## src/rtl/color_msg_scheduler.sv

```systemverilog
// color_msg_scheduler: arbitrates 3-byte color messages ('C', color char, CR) and
//   single debug bytes onto a uart_tx start/done handshake, one byte in flight.
// Latency: color_valid seen in IDLE -> tx_start 2 cycles later; GAP_CYCLES idle after each tx_done.
// Backpressure: one pending color slot (latest wins, overrun pulsed); debug holds dbg_req until dbg_ack.
// Ports: clk_3125_i / reset_i       sole clock, async active-high reset
//        color_valid_i/color_code_i color result pulse and code
//        dbg_req_i/dbg_data_i/dbg_ack_o debug byte request / grant handshake
//        tx_start_o/tx_data_o/parity_type_o/tx_done_i  uart_tx side
//        busy_o, color_overrun_o, err_timeout_o        status
// Parameter ranges assumed: INIT_CYCLES >= 1, GAP_CYCLES >= 1, TIMEOUT_CYCLES >= 2, all < 65536.
module color_msg_scheduler #(
  parameter int unsigned PARITY_TYPE    = 0,
  parameter int unsigned GAP_CYCLES     = 14,
  parameter int unsigned TIMEOUT_CYCLES = 255,
  parameter int unsigned INIT_CYCLES    = 160
) (
  input  logic       clk_3125_i,
  input  logic       reset_i,
  input  logic       color_valid_i,
  input  logic [1:0] color_code_i,
  input  logic       dbg_req_i,
  input  logic [7:0] dbg_data_i,
  output logic       dbg_ack_o,
  output logic       tx_start_o,
  output logic [7:0] tx_data_o,
  output logic       parity_type_o,
  input  logic       tx_done_i,
  output logic       busy_o,
  output logic       color_overrun_o,
  output logic       err_timeout_o
);

  localparam int CNT_W = 16;
  localparam logic [CNT_W-1:0] INIT_LAST = CNT_W'(INIT_CYCLES - 1);
  localparam logic [CNT_W-1:0] GAP_LAST  = CNT_W'(GAP_CYCLES - 1);
  localparam logic [CNT_W-1:0] TMO_LAST  = CNT_W'(TIMEOUT_CYCLES - 1);

  typedef enum logic [2:0] {S_INIT, S_IDLE, S_ISSUE, S_WAIT, S_GAP} state_t;

  state_t           state_q, state_d;
  logic [CNT_W-1:0] cnt_q, cnt_d;
  logic [1:0]       idx_q, idx_d;            // byte index within current message
  logic [1:0]       last_idx_q, last_idx_d;  // index of final byte (2 color, 0 debug)
  logic [1:0]       msg_code_q, msg_code_d;  // color code of the in-flight message
  logic [7:0]       tx_data_q, tx_data_d;
  logic             col_pend_q, col_pend_d;
  logic [1:0]       col_code_q, col_code_d;  // latest unsent color code
  logic             dbg_pend_q, dbg_pend_d;
  logic             last_dbg_q, last_dbg_d;  // 1: debug won the last contested grant
  logic             err_q, err_d;
  logic             grant_col, grant_dbg, overrun;

  function automatic logic [7:0] color_byte(input logic [1:0] idx, input logic [1:0] code);
    logic [7:0] b;
    case (idx)
      2'd0: b = 8'h43;
      2'd1: begin
        case (code)
          2'd0:    b = 8'h52;
          2'd1:    b = 8'h47;
          2'd2:    b = 8'h42;
          default: b = 8'h57;
        endcase
      end
      default: b = 8'h0D;
    endcase
    return b;
  endfunction

  always_comb begin
    state_d    = state_q;
    cnt_d      = cnt_q;
    idx_d      = idx_q;
    last_idx_d = last_idx_q;
    msg_code_d = msg_code_q;
    tx_data_d  = tx_data_q;
    err_d      = err_q;
    last_dbg_d = last_dbg_q;
    grant_col  = 1'b0;
    grant_dbg  = 1'b0;

    case (state_q)
      S_INIT: begin
        if (cnt_q == INIT_LAST) begin
          state_d = S_IDLE;
          cnt_d   = '0;
        end else begin
          cnt_d = cnt_q + CNT_W'(1);
        end
      end
      S_IDLE: begin
        // The round-robin pointer only moves when both sources compete, so an
        // uncontested grant never steals the other source's next turn.
        if (col_pend_q && dbg_pend_q) begin
          grant_col  = last_dbg_q;
          grant_dbg  = !last_dbg_q;
          last_dbg_d = !last_dbg_q;
        end else begin
          grant_col = col_pend_q;
          grant_dbg = dbg_pend_q;
        end
        if (grant_col) begin
          state_d    = S_ISSUE;
          idx_d      = 2'd0;
          last_idx_d = 2'd2;
          msg_code_d = col_code_q;
          tx_data_d  = 8'h43;
        end else if (grant_dbg) begin
          state_d    = S_ISSUE;
          idx_d      = 2'd0;
          last_idx_d = 2'd0;
          tx_data_d  = dbg_data_i;
        end
      end
      S_ISSUE: begin
        // The start cycle counts toward the timeout budget.
        state_d = S_WAIT;
        cnt_d   = CNT_W'(1);
      end
      S_WAIT: begin
        if (tx_done_i) begin
          state_d = S_GAP;
          cnt_d   = '0;
        end else if (cnt_q == TMO_LAST) begin
          err_d      = 1'b1;
          last_idx_d = idx_q;  // drop the rest of the message
          state_d    = S_GAP;
          cnt_d      = '0;
        end else begin
          cnt_d = cnt_q + CNT_W'(1);
        end
      end
      S_GAP: begin
        if (cnt_q == GAP_LAST) begin
          cnt_d = '0;
          if (idx_q != last_idx_q) begin
            idx_d     = idx_q + 2'd1;
            tx_data_d = color_byte(idx_q + 2'd1, msg_code_q);
            state_d   = S_ISSUE;
          end else begin
            state_d = S_IDLE;
          end
        end else begin
          cnt_d = cnt_q + CNT_W'(1);
        end
      end
      default: state_d = S_INIT;
    endcase

    // A color_valid in the grant cycle re-arms pending for the next message.
    col_pend_d = grant_col ? 1'b0 : col_pend_q;
    col_code_d = col_code_q;
    overrun    = 1'b0;
    if (color_valid_i) begin
      col_pend_d = 1'b1;
      col_code_d = color_code_i;
      overrun    = col_pend_q && !grant_col;
    end
    dbg_pend_d = grant_dbg ? 1'b0 : (dbg_pend_q || dbg_req_i);
  end

  always_ff @(posedge clk_3125_i or posedge reset_i) begin
    if (reset_i) begin
      state_q    <= S_INIT;
      cnt_q      <= '0;
      idx_q      <= '0;
      last_idx_q <= '0;
      msg_code_q <= '0;
      tx_data_q  <= '0;
      col_pend_q <= 1'b0;
      col_code_q <= '0;
      dbg_pend_q <= 1'b0;
      last_dbg_q <= 1'b1;
      err_q      <= 1'b0;
    end else begin
      state_q    <= state_d;
      cnt_q      <= cnt_d;
      idx_q      <= idx_d;
      last_idx_q <= last_idx_d;
      msg_code_q <= msg_code_d;
      tx_data_q  <= tx_data_d;
      col_pend_q <= col_pend_d;
      col_code_q <= col_code_d;
      dbg_pend_q <= dbg_pend_d;
      last_dbg_q <= last_dbg_d;
      err_q      <= err_d;
    end
  end

  assign tx_start_o      = (state_q == S_ISSUE);
  assign busy_o          = (state_q != S_IDLE);
  assign tx_data_o       = tx_data_q;
  assign dbg_ack_o       = grant_dbg;
  assign color_overrun_o = overrun;
  assign err_timeout_o   = err_q;
  assign parity_type_o   = 1'(PARITY_TYPE);

endmodule

```

## config.mk

```make
export PLATFORM = sky130hd
export DESIGN_NAME = color_msg_scheduler
export DESIGN_NICKNAME = d
export VERILOG_FILES = /design/src/rtl/color_msg_scheduler.sv
export SDC_FILE = /design/constraint.sdc
export NUM_CORES = 1
export LEC_CHECK = 0
export ABC_AREA = 1
export CORE_ASPECT_RATIO = 1.25
export CORE_MARGIN = 10
export CORE_UTILIZATION = 47
export CTS_CLUSTER_DIAMETER = 60
export CTS_CLUSTER_SIZE = 20
export DETAILED_ROUTE_END_ITERATION = 8
export HOLD_SLACK_MARGIN = 0.05
export PLACE_DENSITY = 0.7
export SLEW_MARGIN = 15
export SYNTH_ARGS = -nofsm -noshare
export SYNTH_HDL_FRONTEND = slang
export SYNTH_SLANG_ARGS = --single-unit
```

## constraint.sdc

```tcl
create_clock -name clk_3125_i -period 1.9 [get_ports clk_3125_i]
set_clock_uncertainty 0.15 [all_clocks]
set_input_delay 0.475 -clock clk_3125_i [delete_from_list [all_inputs] [get_ports clk_3125_i]]
set_output_delay 0.475 -clock clk_3125_i [all_outputs]
set_load 0.01 [all_outputs]
```

==> results.toml <==
[status]
outcome = "finished, violations left"
violations = "negative setup slack"

[clock_network]
clk_pin_slew_worst_paths_ns = 0.07
cts_made_buffers = 5
cts_sinks = 39
clk_latency_ns = 0.29
cts_root_buffer = "clkbuf_8"
clockBufferDepth = 2
cts_tree = "built"
htreeDepth = 2
ctsHoldBuffers = 0

[power]
vdd_drop_max_v = 0.000464
leakagePower_nw = 1.48
p_per_area_mw_per_mm2 = 566
p_total_mw = 1.72

[die]
ios = 29
fp.dieH_um = 96.9
rows = 27
start_util_pct = 49.5
coreArea_mm2 = 0.00449
fp.dieArea_mm2 = 0.00790
die_w_um = 81.5

[setup_path]
crit_required_ns = 1.27
startpoint = "state_q[1]"
crit_fanout = 4
cp_slowest_cell = "dfrtp_1"
reg2reg_slack_ns = 0.05
worst_ep_arrival_time_ns = 1.39
critPathKind = "reg2out"
worst_path_largest_cell_delay_ns = 0.42
endpoint_kind = "primary output"
crit_chain = "nor3_4 > inv_2 > a211oi_2 > buf_2"
r2r-start = "state_q[2]"
cp_top_family = "flip-flops"
start_kind = "flop"
cp_num_buf_inv = 2

[sta]
period_needed_ns = 2.01
fmax_mhz = 497
whs_ns = 0.321
finalCritPeriodShare_pct = 106
layout_setup_ws_ns = -0.113
hold_violations = 0
finalSetupViolCount = 3
rsz0062_at_grt = "yes"
finalMaxSlewViolations = 0

[placement]
placed_cells = 389
dpl.hpwl_um = 3790
gp_congestion = 0.830
port_buffers = 27
postPlaceCellArea_mm2 = 0.00273

[layout]
multi_input_area_mm2 = 0.00119
final_common_cell = "nand2_1"
antennaDiodeCount = 0
fin_area_mm2 = 0.00304
seqCellArea_um2 = 978
mostFrequentLayoutCells = "nand2_1 (76), dfrtp_1 (37), buf_4 (29)"
utilization_pct = 67.7
instances_no_fill = 406
fillers = 374
nets = 369
areaGrowthSynthToFinish_pct = 36.8
layout-drive-gt1-share_pct = 28.4

[synth]
yosys_most_used_dff = "dfrtp_1"
synth_warnings = 0
synth-seq-cells = 39
synth_nets = 305
syn_inst = 283
synth_area_mm2 = 0.00222
synth.distinct_cells = 30
async_flop_share_pct = 100
ys_seq_area_share_pct = 44.0
synth-edff-count = 0
syn_area_per_cell_um2 = 7.86

[detailed_routing]
vias = 1978
first_pass_iters = 4
wl_per_cell_um = 12.5
vias_per_cell = 4.87
ant_nets = 0
drtIter0Drc = 87
drc = 0
wl_um = 5090

[min_path]
hold_start = "col_code_q[1]"
hold_path.class = "reg2reg"

[grt]
grt_overflow = 0
grt_usage_pct = 13.2
antenna_found_initial = 0
grt_pass1_vias = 2013
grt_pass1_wl_um = 8680
grt_max_degree = 40

[job]
maxCapViolCount = 0
-- kinds of logic (layout without fill, tap and decap cells) --
family / Yosys count / in the layout / synth area share (%)
simple gates: 151 / 151 / 30.7
xor+xnor: 12 / 12 / 4.73
other cells: 1 / 1 / 0.169
fa+ha+maj: 7 / 7 / 3.94
flops: 39 / 39 / 44.0
compound gates: 37 / 37 / 9.51
buf+inv: 36 / 101 / 6.98
-- per-layer routing --
layer / vias up / track usage [%] / part of all wire [%]
met2: 32 / 23.2 / 53
li1: 1018 / - / -
met5: - / 0 / 0
met4: 0 / 4.12 / 1.3
met3: 8 / 4.99 / 4.7
met1: 920 / 13.9 / 41
-- cell type report --
type / instances / area share (%)
multi-input combinational: 208 / 39.2
clock buffer: 6 / 2.39
tap: 58 / 2.39
sequential: 39 / 32.2
inverter: 32 / 4.03
clock inverter: 2 / 1.97
timing repair buffer: 61 / 17.9
-- per-stage QoR --
stage               setup WS (ns)  setup TNS (ns)
floorplan                   0.182               0
global placement           -0.459          -0.717
detailed placement         -0.492          -0.811
CTS                       -0.0959          -0.130
global route               -0.182          -0.783
finish                     -0.113          -0.192
-- path summary, 6_finish.rpt --
check                      cells past startpoint            end
min                                            2  col_code_q[1]
max                                            4      dbg_ack_o
max reg2reg                                   13       cnt_q[2]
min in group asynchronous                      3   tx_data_o[5]
max in group asynchronous                      3     last_dbg_q
min reg2reg                                    2  col_code_q[1]
-- sequential cells by signal (all words and copies together) (netlist names) --
register       flops
cnt_q             16
col_code_q         2
col_pend_q         1
dbg_pend_q         1
err_timeout_o      1
idx_q              2
last_dbg_q         1
last_idx_q         2
msg_code_q         2
state_q            3
tx_data_o          8
-- worst reg2reg max path: cells and delay by family (launching register included) --
family                 cells  cell delay (ns)
AOI/OAI and AO/OA          1             0.19
DFF                        1             0.39
buffers and inverters      6             0.59
and+or+nand+nor            6             0.42
-- where the power goes --
group | internal, mW | total, mW | switching [mW]
Clock | 0.525 | 0.822 | 0.297
Combinational | 0.0361 | 0.0652 | 0.0291
Sequential | 0.833 | 0.834 | 0.00126
-- cell usage after synthesis (2+ instances only) --
cell	number	area, um2
nand2_2	8	50.1
a21oi_1	5	25.0
nor2_1	29	109
nor2_4	2	22.5
o21ai_0	23	115
buf_4	2	15.0
nand4_1	2	12.5
inv_2	7	26.3
inv_1	25	93.8
o22ai_1	2	12.5
dfrtp_1	38	951
nand2_1	79	297
nor2_2	12	75.1
ha_1	7	87.6
xor2_1	8	70.1
nand3_1	13	65.1
o21ai_1	3	15.0
nand3_2	3	30.0
xnor2_1	4	35.0
-- repair_timing --
action,CTS,global route
pin swaps,1,10
endpoints found under the setup margin,4,32
resized for setup,22,35
setup buffers,3,6
Note: power is estimated with default switching activity, not from simulation.
